### src/rtl/mainfsm_pkg.sv
// Shared encodings for the multi-cycle main controller: state codes and the
// datapath mux select constants used by both the controller and the muxes.
package mainfsm_pkg;

    typedef enum logic [3:0] {
        FETCH    = 4'd0,
        DECODE   = 4'd1,
        MEMADR   = 4'd2,
        MEMREAD  = 4'd3,
        MEMWB    = 4'd4,
        MEMWRITE = 4'd5,
        EXECUTER = 4'd6,
        EXECUTEI = 4'd7,
        ALUWB    = 4'd8,
        BRANCH   = 4'd9,
        UNKNOWN  = 4'd10
    } statetype;

    localparam logic [1:0] SRCB_WD   = 2'b00;
    localparam logic [1:0] SRCB_IMM  = 2'b01;
    localparam logic [1:0] SRCB_FOUR = 2'b10;

    localparam logic [1:0] RES_ALUOUT    = 2'b00;
    localparam logic [1:0] RES_DATA      = 2'b01;
    localparam logic [1:0] RES_ALURESULT = 2'b10;

    localparam logic [1:0] OP_DP  = 2'b00;
    localparam logic [1:0] OP_MEM = 2'b01;
    localparam logic [1:0] OP_BR  = 2'b10;

    // The final state of every architecturally completed instruction.
    function automatic logic retires(statetype s);
        return (s == MEMWB) || (s == MEMWRITE) || (s == ALUWB) || (s == BRANCH);
    endfunction

endpackage

### src/rtl/mainfsm_if.sv
// Controller-to-datapath bundle: instruction fields in, control strobes and
// mux selects out. master is the controller side, slave the datapath side.
interface mainfsm_if;
    logic [1:0] Op;
    logic [5:0] Funct;
    logic       IRWrite;
    logic       AdrSrc;
    logic       ALUSrcA;
    logic [1:0] ALUSrcB;
    logic [1:0] ResultSrc;
    logic       ALUOp;
    logic       NextPC;
    logic       RegW;
    logic       MemW;
    logic       Branch;

    modport master (
        input  Op, Funct,
        output IRWrite, AdrSrc, ALUSrcA, ALUSrcB, ResultSrc, ALUOp,
               NextPC, RegW, MemW, Branch
    );

    modport slave (
        output Op, Funct,
        input  IRWrite, AdrSrc, ALUSrcA, ALUSrcB, ResultSrc, ALUOp,
               NextPC, RegW, MemW, Branch
    );
endinterface

### src/rtl/mainfsm_flopr.sv
// Resettable register: synchronous active-high reset clears to zero.
module mainfsm_flopr #(
    parameter int WIDTH = 8
) (
    input  logic             clk,
    input  logic             reset,
    input  logic [WIDTH-1:0] d,
    output logic [WIDTH-1:0] q
);
    always_ff @(posedge clk) begin
        if (reset) q <= '0;
        else       q <= d;
    end
endmodule

### src/rtl/mainfsm.sv
// Multi-cycle main controller: Moore control strobes and mux selects decoded
// from the current state, plus a retired-instruction counter.
module mainfsm
    import mainfsm_pkg::*;
#(
    parameter int CNT_W = 32
) (
    input  logic             clk,
    input  logic             reset,
    mainfsm_if.master        bus,
    output logic [CNT_W-1:0] instret
);

    logic [3:0] state_q;
    statetype   state;
    statetype   next_state;

    logic       ir_write, adr_src, alu_src_a, alu_op;
    logic       next_pc, reg_w, mem_w, branch;
    logic [1:0] alu_src_b, result_src;

    logic [CNT_W-1:0] count_q;
    logic [CNT_W-1:0] count_d;

    logic unused_funct;
    assign unused_funct = ^bus.Funct[4:1];

    // Reset value zero is the FETCH encoding.
    mainfsm_flopr #(.WIDTH(4)) state_reg (
        .clk   (clk),
        .reset (reset),
        .d     (next_state),
        .q     (state_q)
    );

    assign state = statetype'(state_q);

    always_comb begin
        next_state = FETCH;
        case (state)
            FETCH:   next_state = DECODE;
            DECODE: begin
                case (bus.Op)
                    OP_DP:   next_state = bus.Funct[5] ? EXECUTEI : EXECUTER;
                    OP_MEM:  next_state = MEMADR;
                    OP_BR:   next_state = BRANCH;
                    default: next_state = UNKNOWN;
                endcase
            end
            MEMADR:   next_state = bus.Funct[0] ? MEMREAD : MEMWRITE;
            MEMREAD:  next_state = MEMWB;
            EXECUTER: next_state = ALUWB;
            EXECUTEI: next_state = ALUWB;
            default:  next_state = FETCH;
        endcase
    end

    // Illegal encodings fall into the default arm with every output low.
    always_comb begin
        ir_write   = 1'b0;
        adr_src    = 1'b0;
        alu_src_a  = 1'b0;
        alu_src_b  = SRCB_WD;
        result_src = RES_ALUOUT;
        alu_op     = 1'b0;
        next_pc    = 1'b0;
        reg_w      = 1'b0;
        mem_w      = 1'b0;
        branch     = 1'b0;
        case (state)
            FETCH: begin
                ir_write   = 1'b1;
                next_pc    = 1'b1;
                alu_src_a  = 1'b1;
                alu_src_b  = SRCB_FOUR;
                result_src = RES_ALURESULT;
            end
            DECODE: begin
                alu_src_a  = 1'b1;
                alu_src_b  = SRCB_FOUR;
                result_src = RES_ALURESULT;
            end
            MEMADR:   alu_src_b = SRCB_IMM;
            MEMREAD:  adr_src   = 1'b1;
            MEMWB: begin
                reg_w      = 1'b1;
                result_src = RES_DATA;
            end
            MEMWRITE: begin
                mem_w   = 1'b1;
                adr_src = 1'b1;
            end
            EXECUTER: alu_op = 1'b1;
            EXECUTEI: begin
                alu_src_b = SRCB_IMM;
                alu_op    = 1'b1;
            end
            ALUWB:    reg_w = 1'b1;
            BRANCH: begin
                branch     = 1'b1;
                alu_src_b  = SRCB_IMM;
                result_src = RES_ALURESULT;
            end
            default: ;
        endcase
    end

    // Strobes are gated by reset so nothing is requested before the state settles.
    assign bus.IRWrite   = ir_write & ~reset;
    assign bus.NextPC    = next_pc  & ~reset;
    assign bus.RegW      = reg_w    & ~reset;
    assign bus.MemW      = mem_w    & ~reset;
    assign bus.Branch    = branch   & ~reset;
    assign bus.AdrSrc    = adr_src;
    assign bus.ALUSrcA   = alu_src_a;
    assign bus.ALUSrcB   = alu_src_b;
    assign bus.ResultSrc = result_src;
    assign bus.ALUOp     = alu_op;

    assign count_d = count_q + CNT_W'(retires(state));

    mainfsm_flopr #(.WIDTH(CNT_W)) instret_reg (
        .clk   (clk),
        .reset (reset),
        .d     (count_d),
        .q     (count_q)
    );

    assign instret = reset ? '0 : count_q;

endmodule

### src/flat_wrapper.sv
// flat-port wrapper written by rule: the top's interface ports become plain ports
module mainfsm_flat import mainfsm_pkg::*;
#(
    parameter int CNT_W = 32
)
  (clk, reset, instret, bus_Op, bus_Funct, bus_IRWrite, bus_AdrSrc, bus_ALUSrcA, bus_ALUSrcB, bus_ResultSrc, bus_ALUOp, bus_NextPC, bus_RegW, bus_MemW, bus_Branch);
  mainfsm_if bus_i ();
  input  logic clk;
  input  logic reset;
  output logic [CNT_W-1:0] instret;
  input wire logic [$bits(bus_i.Op)-1:0] bus_Op;
  input wire logic [$bits(bus_i.Funct)-1:0] bus_Funct;
  output wire logic [$bits(bus_i.IRWrite)-1:0] bus_IRWrite;
  output wire logic [$bits(bus_i.AdrSrc)-1:0] bus_AdrSrc;
  output wire logic [$bits(bus_i.ALUSrcA)-1:0] bus_ALUSrcA;
  output wire logic [$bits(bus_i.ALUSrcB)-1:0] bus_ALUSrcB;
  output wire logic [$bits(bus_i.ResultSrc)-1:0] bus_ResultSrc;
  output wire logic [$bits(bus_i.ALUOp)-1:0] bus_ALUOp;
  output wire logic [$bits(bus_i.NextPC)-1:0] bus_NextPC;
  output wire logic [$bits(bus_i.RegW)-1:0] bus_RegW;
  output wire logic [$bits(bus_i.MemW)-1:0] bus_MemW;
  output wire logic [$bits(bus_i.Branch)-1:0] bus_Branch;
  assign bus_i.Op = bus_Op;
  assign bus_i.Funct = bus_Funct;
  assign bus_IRWrite = bus_i.IRWrite;
  assign bus_AdrSrc = bus_i.AdrSrc;
  assign bus_ALUSrcA = bus_i.ALUSrcA;
  assign bus_ALUSrcB = bus_i.ALUSrcB;
  assign bus_ResultSrc = bus_i.ResultSrc;
  assign bus_ALUOp = bus_i.ALUOp;
  assign bus_NextPC = bus_i.NextPC;
  assign bus_RegW = bus_i.RegW;
  assign bus_MemW = bus_i.MemW;
  assign bus_Branch = bus_i.Branch;
  mainfsm #(.CNT_W(CNT_W)) u_core (.clk(clk), .reset(reset), .bus(bus_i), .instret(instret));
endmodule
### config.mk
export PLATFORM = sky130hd
export DESIGN_NAME = mainfsm_flat
export DESIGN_NICKNAME = d
export VERILOG_FILES = /design/src/rtl/mainfsm_pkg.sv /design/src/rtl/mainfsm_if.sv /design/src/rtl/mainfsm_flopr.sv /design/src/rtl/mainfsm.sv /design/src/flat_wrapper.sv
export SDC_FILE = /design/constraint.sdc
export NUM_CORES = 1
export LEC_CHECK = 0
export BUFFER_PORTS_ARGS = -buffer_cell sky130_fd_sc_hd__buf_2
export CORE_MARGIN = 10
export CORE_UTILIZATION = 52
export CTS_CLUSTER_SIZE = 10
export DETAILED_ROUTE_END_ITERATION = 8
export PLACE_DENSITY = 0.78
export SETUP_SLACK_MARGIN = 0.5
export SLEW_MARGIN = 25
export SYNTH_ARGS = -nofsm -noshare
export SYNTH_HDL_FRONTEND = slang
export SYNTH_SLANG_ARGS = --single-unit
### constraint.sdc
create_clock -name clk -period 3.6 [get_ports clk]
set_input_delay 0.18 -clock clk [delete_from_list [all_inputs] [get_ports clk]]
set_output_delay 0.18 -clock clk [all_outputs]
set_load 0.005 [all_outputs]
==> results of run 1 <==
[layout make-up]
cell class              instances  area (um^2)
inverters                       6         22.5
clock buffers                   8         90.1
well taps                      48         60.1
multi-input cells             195         1200
repair buffers                 50          253
fillers                       342         1340
flip-flops and latches         36          721
[timing repair]
action                                  CTS  global route
resized for setup                         0             1
setup buffers                             0             0
endpoints found under the setup margin    0             3
[flip-flops by register name (all words and copies together), names as in the netlist]
signal,count
u_core.state_reg.q,4
u_core.instret_reg.q,32
[where the power goes]
| group | switching (W) | internal (W) | total (W) |
|---|---|---|---|
| logic | 0.0000358 | 0.0000277 | 0.0000635 |
| registers | 0.0000122 | 0.000404 | 0.000416 |
| clock network | 0.000129 | 0.000156 | 0.000285 |
[worst max-delay path by stage]
stage / to / slack (ns)
finish: u_core.instret_reg.q[28]$_SDFF_PP0_ / 0.85
global route: u_core.instret_reg.q[24]$_SDFF_PP0_ / 0.64
CTS: u_core.instret_reg.q[26]$_SDFF_PP0_ / 0.72
detailed placement: u_core.instret_reg.q[26]$_SDFF_PP0_ / 0.74
global placement: u_core.instret_reg.q[30]$_SDFF_PP0_ / 0.77
floorplan: u_core.instret_reg.q[30]$_SDFF_PP0_ / 0.87
[critical path: stages, from the launching register on]
cell and delay, ns:
dfxtp_1 0.51, nand2b_1 0.16, and2_1 0.17, nor2_1 0.13, ha_1 0.18, ha_1 0.27, nand4_1 0.12, or4_4 0.51
nor3_1 0.24, mux2_2 0.35
[layout by cell type, fill, tap and decap left out, types with 3 or more instances in the layout]
master	instances
nand2_1	11
nor3_1	15
nor2_1	23
or4_1	6
xor2_1	9
nand2b_1	3
a21oi_1	16
o31ai_1	5
mux2_2	8
nand4_1	11
inv_1	6
clkbuf_8	6
nand3_1	13
dfxtp_1	36
buf_2	49
and4_1	6
ha_1	3
o21ai_0	8
or3_1	9
nor2b_1	32
[stage by stage]
stage | worst slack (ns) | std cells | hold WS [ns]
finish | 0.853 | 343 | 0.182
global route | 0.637 | 343 | 0.191
CTS | 0.725 | 343 | 0.178
detailed placement | 0.740 | 335 | 0.470
global placement | 0.773 | 335 | 0.463
floorplan | 0.869 | 252 | 0.344
[cell families after synthesis]
kind of cell | count (synthesis)
AND/OR/NAND/NOR | 139
flip-flops | 36
AO/OA/AOI/OAI | 34
buffers and inverters | 21
XOR/XNOR | 11
multiplexers | 8
adder cells (fa/ha/maj) | 3
[routing by layer]
| metal | global-route usage | up-vias | wire, um | share of wire |
|---|---|---|---|---|
| li1 | - | 984 | - | - |
| met1 | 0.160 | 856 | 2050 | 0.45 |
| met2 | 0.239 | 30 | 2210 | 0.49 |
| met3 | 0.0393 | 5 | 234 | 0.052 |
| met4 | 0.0408 | 0 | 36 | 0.0080 |
| met5 | 0 | - | 0 | 0 |
==> key figures, run 1 <==
Layout
  – Layout area overhead: 17.2%
  – Fin nets: 307
  – Final Core Density: 0.637
  – # diodes: 0
  – Layout cells sized above 1: 0.227
  – Finished Cell Area: 2350 um^2

Critical path
  – Crit path DAT: 2.92 ns
  – Crit start category: flop
  – Worst r2r src: u_core.state_reg.q[2]$_SDFF_PP0_
  – CP Launch Point: u_core.state_reg.q[2]$_SDFF_PP0_
  – R2R cell count: 9
  – Crit path max fanout: 13
  – CP required: 3.77 ns
  – Internal reg-to-reg setup slack: 0.85 ns
  – Critical path class: flop to flop
  – CP Capture Type: flop
  – Reg-to-Reg End: u_core.instret_reg.q[28]$_SDFF_PP0_

Logic synthesis
  – Post-Syn Area: 2000 um^2
  – Multiplexer area fraction after synthesis: 0.0449
  – Post-Synth Simple-Gate Area: 0.388
  – YS warnings: 0
  – Yosys cell types: 34
  – Post-synthesis compound-gate area fraction: 0.0986
  – FF+latch count, synth: 36
  – Share of the synthesized area in the top cell type: 0.360
  – Synth top area cells: dfxtp_1, nor2b_1, mux2_2
  – Average cell area after synthesis: 7.95 um^2
  – Syn Inst Count: 252
  – Most frequent cells after synthesis: dfxtp_1, nor2b_1, nor2_1
  – Yosys top cell by area: dfxtp_1
  – Post-synth EDFFs: 0
  – Main synth FF type: dfxtp_1
  – Post-Synth XOR/XNOR Area: 0.0481
  – Most common cell in the synthesized netlist: dfxtp_1
  – Register area share after synthesis: 0.360
  – Post-synth ARST share: 0
  – Synth Area in Adders: 0.0187
  – Largest family of logic cells by synthesized area: simple AND/OR/NAND/NOR gates
  – Synthesized Nets: 265

Drt
  – Routed vias: 1,875
  – DRT iter0 DRCs: 75
  – # DRC: 0
  – Vias per cell: 5.47
  – DRT Pass-1 Iters: 4
  – Routed WL per cell: 13.2 um
  – Final WL: 4530 um
  – Post-detailed-route count of antenna-violating nets: 0

Floorplanning
  – Die Area: 6740 um^2
  – Die Ht: 82.1 um
  – Core Area: 3690 um^2
  – # rows: 22
  – Initial Utilization: 0.543
  – Chip Width: 82.1 um
  – I/O Pins: 54

STA
  – Min cycle time layout: 2.75 ns
  – Max frequency: 0.364 GHz
  – Worst-Margin Slew: 0.661 ns
  – Final hold vios: 0
  – RSZ-0062 raised after global routing: false
  – Setup tns final: 0 ns
  – Final period util: 0.763
  – Final setup viols: 0
  – Slew Viols, Final: 0
  – Slew headroom: 0.559
  – Final clock skew: 0.00483 ns

Global routing
  – Initial antenna violation count: 0
  – Total track usage: 0.138
  – First-pass GRT wire length: 7670 um
  – Number of global-route vias before repair: 1,786
  – Grt ovf: 0
  – Largest net degree at the start of global routing: 41

Placed design
  – I/O Buffers: 49
  – HPWL after DPL: 3310 um
  – Placed instance area: 2260 um^2
  – GPL Wtd Cong: 0.778

Clock network
  – H-tree levels: 2
  – Insertion delay to the later sink of the worst-skew pair: 0.28 ns
  – CTS clk-pin slew, worst paths: 0.07 ns
  – CTS buffer count: 5
  – # clock sinks: 36
  – Hold_buf cts: 0
  – Clock Path Buffers: 2
  – CTS tree: done
  – Root Buffer: clkbuf_8

Power and ir drop
  – Pwr Density: 325 nW/um^2
  – Leak Pwr: 0.946 nW
  – Largest vdd supply drop: 0.290 mV
  – Tot Pwr: 0.000764 W

Run status
  – Status: complete, no violations

Worst hold path
  – Worst hold start: bus_Funct[0]
  – Hold Path Depth: 3
  – Hold WC Path Type: input port to flop
  – Sink of the worst hold path: u_core.state_reg.q[1]$_SDFF_PP0_

Flow run
  – MaxCap Viol Count: 0
(Power assumes the default switching activity.)
==> run 2, diff against run 1 <==
==> constraint.sdc (replaced) <==
create_clock -name clk -period 2.85 [get_ports clk]
set_input_delay 0.1425 -clock clk [delete_from_list [all_inputs] [get_ports clk]]
set_output_delay 0.1425 -clock clk [all_outputs]
set_load 0.005 [all_outputs]
==> run 2 against run 1 <==
  * Critical endpoint is now u_core.instret_reg.q[24]$_SDFF_PP0_
  * Maximum frequency increased by 17%
  * Largest power group unchanged
  * First-iteration DRC count rose by 60%
  * Non-clock buffer count grew 7
  * Sequential power increased by 25%
  * Highest routed layer unchanged
  * Routed wire length up 11%
  * Hold slack lost 0.046 ns
==> key figures, run 2 (synthesis results as in run 1) <==
STA
  – Worst-Margin Slew: 0.777 ns (+0.115 ns)
  – RSZ-0062 raised after global routing: true
  – Final hold vios: 0 (unchanged)
  – Final clock skew: 0.00428 ns (-0.000553 ns)
  – Final setup viols: 0 (unchanged)
  – Final period util: 0.825 (+0.0620)
  – Slew headroom: 0.482 (-0.0768)
  – Post-route setup slack: 0.499 ns (-0.354 ns)
  – Setup tns final: 0 ns (unchanged)
  – Max frequency: 0.425 GHz (+17%)
  – Slew Viols, Final: 0 (unchanged)
  – Min cycle time layout: 2.35 ns (-0.396 ns)

Placed design
  – I/O Buffers: 49 (unchanged)
  – Post-place setup slack: 0.251 ns (-0.489 ns)
  – GPL Wtd Cong: 0.770 (-0.96%)
  – Placed insts: 336 (+0.30%)
  – Placed instance area: 2330 um^2 (+3.2%)
  – HPWL after DPL: 3390 um (+2.3%)

Clock network
  – Insertion delay to the later sink of the worst-skew pair: 0.28 ns (about the same)
  – Root Buffer: clkbuf_8
  – CTS clk-pin slew, worst paths: 0.07 ns (about the same)
  – # clock sinks: 36 (unchanged)
  – CTS buffer count: 5 (unchanged)
  – Clock Path Buffers: 2 (unchanged)
  – H-tree levels: 2 (unchanged)
  – Hold_buf cts: 0 (unchanged)
  – CTS tree: done

Critical path
  – Crit path max fanout: 7 (-6)
  – R2R cell count: 9 (unchanged)
  – CP Launch Point: u_core.state_reg.q[2]$_SDFF_PP0_
  – Critical path class: flop to flop
  – Crit path DAT: 2.57 ns (-0.35 ns)
  – Internal reg-to-reg setup slack: 0.50 ns (-0.35 ns)
  – CP Capture Type: flop
  – Crit start category: flop
  – Worst r2r src: u_core.state_reg.q[2]$_SDFF_PP0_
  – CP required: 3.07 ns (-0.70 ns)
  – Reg-to-Reg End: u_core.instret_reg.q[24]$_SDFF_PP0_
  – Crit path to: u_core.instret_reg.q[24]$_SDFF_PP0_

Floorplanning
  – Initial Utilization: 0.543 (unchanged)
  – I/O Pins: 54 (unchanged)
  – Die Ht: 82.1 um (unchanged)
  – Die Area: 6740 um^2 (unchanged)
  – Core Area: 3690 um^2 (unchanged)
  – Chip Width: 82.1 um (unchanged)
  – # rows: 22 (unchanged)

Power and ir drop
  – Largest vdd supply drop: 0.382 mV (+32%)
  – Clk pwr share: 0.414 (+0.042)
  – Net switching power: 0.000250 W (+42%)
  – Combinational power share: 0.097 (+0.014)
  – Switch share: 0.235 (+0.00366)
  – Leak Pwr: 1.02 nW (+7.5%)
  – Cell internal pwr: 0.000816 W (+39%)
  – Pwr Density: 421 nW/um^2 (+30%)
  – Sequential Power Share: 0.489 (-0.056)

Drt
  – Post-detailed-route count of antenna-violating nets: 0 (unchanged)
  – # DRC: 0 (unchanged)
  – DRT iter0 DRCs: 120 (+60%)
  – Routed vias: 1,976 (+5.4%)
  – Routed WL per cell: 14.3 um (+8.5%)
  – Vias per cell: 5.63 (+3.0%)
  – DRT Pass-1 Iters: 4 (unchanged)
  – Final WL: 5030 um (+11%)

Global routing
  – Grt ovf: 0 (unchanged)
  – Largest net degree at the start of global routing: 49 (+20%)
  – Number of global-route vias before repair: 1,863 (+4.3%)
  – Total track usage: 0.156 (+0.0185)
  – Initial antenna violation count: 0 (unchanged)
  – First-pass GRT wire length: 8550 um (+11%)

Layout
  – Finished Cell Area: 2530 um^2 (+7.7%)
  – Final Core Density: 0.686 (+0.0488)
  – Regs by FF count: u_core.instret_reg.q (32), u_core.state_reg.q (4)
  – # diodes: 0 (unchanged)
  – Commonest non-fill, non-tap cell in the layout: buf_2
  – Register name with the most flops: u_core.instret_reg.q
  – Number of flip-flops in the largest register: 32 (unchanged)
  – Layout area overhead: 26.2%
  – Final Non-Filler Cells: 351 (+2.3%)
  – Most frequent cells in the layout: buf_2, dfxtp_1, nor2b_1
  – Fin nets: 315 (+2.6%)
  – Layout cells sized above 1: 0.297 (+0.0699)

Worst hold path
  – Hold WC Path Type: input port to flop

Run status
  – Status: complete, no violations

Flow run
  – MaxCap Viol Count: 0 (unchanged)
==> run 2: per-stage QoR <==
stage	total power, W	hold WS [ns]
2_1_floorplan	0.000601	0.306
3_3_place_gp	0.000627	0.427
3_5_place_dp	0.000629	0.431
4_1_cts	0.00107	0.133
5_1_grt	0.00111	0.139
6_report	0.00107	0.136
==> run 2: area by class of cell <==
type | count | area, um^2
Timing Repair Buffer | 57 | 305
Sequential cell | 36 | 728
Clock inverter | 2 | 35.0
Inverter | 6 | 22.5
Tap cell | 48 | 60.1
Multi-Input combinational cell | 196 | 1310
Clock buffer | 6 | 72.6
Fill cell | 336 | 1160
==> run 2: power groups by stage <==
stage          Combinational [W]  Sequential, W  Clock, W
6_report                0.000104       0.000521  0.000441
5_1_grt                 0.000117       0.000523  0.000468
4_1_cts                 0.000104       0.000520  0.000449
3_5_place_dp           0.0000933       0.000535         0
3_3_place_gp           0.0000923       0.000535         0
2_1_floorplan          0.0000754       0.000525         0
==> run 2: worst min path at each step <==
stage,from,to,slack (ns),cells after the start
after floorplan,bus_Funct[0],u_core.state_reg.q[1]$_SDFF_PP0_,0.31,2
final,bus_Funct[0],u_core.state_reg.q[1]$_SDFF_PP0_,0.14,3
after CTS,bus_Funct[0],u_core.state_reg.q[1]$_SDFF_PP0_,0.13,3
after detailed placement,bus_Funct[0],u_core.state_reg.q[1]$_SDFF_PP0_,0.43,3
after global placement,bus_Funct[0],u_core.state_reg.q[1]$_SDFF_PP0_,0.43,3
after global routing,bus_Funct[0],u_core.state_reg.q[1]$_SDFF_PP0_,0.14,3
==> run 2: per-layer routing <==
layer	vias up	track usage	wire length, um
met5	-	0	0
met4	0	0.0612	62
met3	9	0.0317	237
met2	46	0.262	2530
met1	917	0.191	2200
li1	1004	-	-
==> run 2: critical path, stage by stage, from the launching register on <==
cell and delay, ns:
dfxtp_4 0.37, nand2b_4 0.14, and2_4 0.16, nor2_4 0.11, ha_4 0.15, ha_4 0.12, nand4_1 0.13, or4_4 0.51
or4_4 0.44, a21oi_2 0.14
==> run 2: timing repair <==
item,4_1_cts,5_1_grt
buffers inserted,6,0
resized for setup,7,4
pin swaps,7,4
setup endpoints to repair,8,11
gates cloned,1,0
==> run 3, diff against run 2 <==
==> constraint.sdc (replaced) <==
create_clock -name clk -period 2.2 [get_ports clk]
set_input_delay 0.11 -clock clk [delete_from_list [all_inputs] [get_ports clk]]
set_output_delay 0.11 -clock clk [all_outputs]
set_load 0.005 [all_outputs]
==> run 3 against run 2 <==
  * The run now ends with setup timing left
  * Non-clock buffer count is 25 higher
  * Clock skew up 0.0037 ns
  * Critical path depth rose by 1
  * Clock-buffer cell count rose by 1
  * Combinational power increased by 52%
  * Final area grew 14%
  * Critical path type unchanged
==> key figures, run 3 (synthesis results as in run 1) <==
Run status
  – Status: finished with violations
  – Failing checks: setup timing

Critical path
  – CP Launch Point: u_core.state_reg.q[3]$_SDFF_PP0_
  – Crit path to: u_core.instret_reg.q[16]$_SDFF_PP0_
  – Most used cell, CP: ha_4
  – CP max stage delay: 0.50 ns (about the same)
  – Reg-to-Reg End: u_core.instret_reg.q[16]$_SDFF_PP0_
  – CP required: 2.42 ns (-0.65 ns)
  – CP Capture Type: flop
  – Critical path class: flop to flop
  – Crit start category: flop
  – Internal reg-to-reg setup slack: -0.13 ns (-0.63 ns)
  – Crit path max fanout: 7 (unchanged)
  – Worst Path Buf+Inv: 1 (+1)
  – Crit-path cells: nand2b_4 > and2_4 > nor2_4 > ha_4 > ha_4 > nand4_1 > or4_4 > buf_6 > or3_1 > a21oi_1
  – Crit path DAT: 2.55 ns (-0.02 ns)
  – R2R cell count: 10 (+1)
  – CP max-delay cell: or4_4
  – CP delay by family, top: simple AND/OR/NAND/NOR gates
  – Critical Path Stages: 10 (+1)
  – Worst r2r src: u_core.state_reg.q[3]$_SDFF_PP0_

Layout
  – Layout area overhead: 44.3%
  – Regs by FF count: u_core.instret_reg.q (32), u_core.state_reg.q (4)
  – Fin nets: 339 (+7.6%)
  – # diodes: 0 (unchanged)
  – Number of flip-flops in the largest register: 32 (unchanged)
  – Finished Cell Area: 2890 um^2 (+14%)
  – Most frequent cells in the layout: buf_2, dfxtp_1, nor2b_1
  – Register name with the most flops: u_core.instret_reg.q
  – Commonest non-fill, non-tap cell in the layout: buf_2
  – Final Core Density: 0.784 (+0.0980)
  – Layout cells sized above 1: 0.416 (+0.119)

Clock network
  – CTS clk-pin slew, worst paths: 0.07 ns (about the same)
  – Hold_buf cts: 0 (unchanged)
  – Root Buffer: clkbuf_8
  – CTS buffer count: 5 (unchanged)
  – Clock Path Buffers: 2 (unchanged)
  – Insertion delay to the later sink of the worst-skew pair: 0.30 ns (+0.02 ns)
  – CTS tree: done
  – # clock sinks: 36 (unchanged)
  – H-tree levels: 2 (unchanged)

Power and ir drop
  – Leak Pwr: 1.21 nW (+19%)
  – Pwr Density: 462 nW/um^2 (+9.7%)
  – Largest vdd supply drop: 0.354 mV (-7.4%)

Floorplanning
  – Die Area: 6740 um^2 (unchanged)
  – Chip Width: 82.1 um (unchanged)
  – Die Ht: 82.1 um (unchanged)
  – Core Area: 3690 um^2 (unchanged)
  – # rows: 22 (unchanged)
  – Initial Utilization: 0.543 (unchanged)
  – I/O Pins: 54 (unchanged)

STA
  – Slew Viols, Final: 0 (unchanged)
  – Post-route setup slack: -0.131 ns (-0.630 ns)
  – Final hold slack: 0.0951 ns (-0.0405 ns)
  – Min cycle time layout: 2.33 ns (-0.0205 ns)
  – Slew headroom: 0.447 (-0.0350)
  – Final setup viols: 11 (+11)
  – Final clock skew: 0.00799 ns (+0.00371 ns)
  – RSZ-0062 raised after global routing: true
  – Final period util: 1.06 (+0.234)
  – Worst-Margin Slew: 0.829 ns (+0.0525 ns)
  – Max frequency: 0.429 GHz (+0.88%)
  – Final hold vios: 0 (unchanged)

Worst hold path
  – Hold WC Path Type: input port to flop
  – Worst hold start: bus_Funct[0]

Drt
  – Post-detailed-route count of antenna-violating nets: 0 (unchanged)
  – DRT Pass-1 Iters: 4 (unchanged)
  – Vias per cell: 5.76 (+2.4%)
  – Final WL: 6080 um (+21%)
  – # DRC: 0 (unchanged)
  – DRT iter0 DRCs: 133 (+11%)
  – Routed vias: 2,161 (+9.4%)
  – Routed WL per cell: 16.2 um (+13%)

Placed design
  – Post-place setup slack: -0.145 ns (-0.397 ns)
  – HPWL after DPL: 3800 um (+12%)
  – GPL Wtd Cong: 0.778 (+1.0%)
  – I/O Buffers: 49 (unchanged)
  – Placed instance area: 2450 um^2 (+5.2%)

Global routing
  – Largest net degree at the start of global routing: 52 (+6.1%)
  – First-pass GRT wire length: 8840 um (+3.4%)
  – Number of global-route vias before repair: 1,993 (+7.0%)
  – Initial antenna violation count: 0 (unchanged)
  – Grt ovf: 0 (unchanged)
  – Total track usage: 0.160 (+0.00401)

Flow run
  – MaxCap Viol Count: 0 (unchanged)
==> run 3: cell type report <==
class                           instances  area [um^2]
Clock buffer                            7         86.3
Clock inverter                          1         7.51
Fill cell                             253          797
Inverter                                6         22.5
Multi-Input combinational cell        195         1470
Sequential cell                        36          726
Tap cell                               48         60.1
Timing Repair Buffer                   82          523
==> run 3: how the worst min path moves through the flow <==
| stage | endpoint | slack [ns] | cells after the start |
|---|---|---|---|
| 6_report | u_core.state_reg.q[1]$_SDFF_PP0_ | 0.1 | 3 |
| 5_1_grt | u_core.state_reg.q[1]$_SDFF_PP0_ | 0.11 | 3 |
| 4_1_cts | u_core.state_reg.q[1]$_SDFF_PP0_ | 0.11 | 3 |
| 3_5_place_dp | u_core.state_reg.q[1]$_SDFF_PP0_ | 0.40 | 3 |
| 3_3_place_gp | u_core.state_reg.q[1]$_SDFF_PP0_ | 0.41 | 3 |
| 2_1_floorplan | instret[12] | 0.26 | 1 |
==> run 3: timing repair <==
action / 4_1_cts / 5_1_grt
pin swaps: 10 / 17
gates resized for setup: 15 / 39
setup endpoints to repair: 25 / 32
setup buffers: 4 / 11
endpoints found under the hold margin: 0 / 0
==> run 3: stage by stage <==
stage	TNS (ns)	instances	power [W]
floorplan	-1.19	252	0.000778
global placement	-0.392	352	0.000825
detailed placement	-0.782	352	0.000829
CTS	-0.696	364	0.00132
global route	-2.16	375	0.00138
finish	-0.901	375	0.00134
==> run 3: layer usage <==
layer	up-vias	part of all wire	global-route usage
li1	1045	-	-
met1	1034	0.41	0.190
met2	69	0.53	0.280
met3	13	0.050	0.0284
met4	0	0.017	0.0612
met5	-	0	0
==> run 3: tightest hold or removal path: stages <==
cell and delay (ns):
buf_2 0.11, nand3_1 0.07, a21oi_1 0.05
==> run 3: power by group <==
| part | total (W) | internal, W | switching (W) | leakage [nW] |
|---|---|---|---|---|
| Clock | 0.000501 | 0.000254 | 0.000247 | 0.0445 |
| Combinational | 0.000158 | 0.0000740 | 0.0000837 | 0.873 |
| Sequential | 0.000677 | 0.000661 | 0.0000165 | 0.292 |
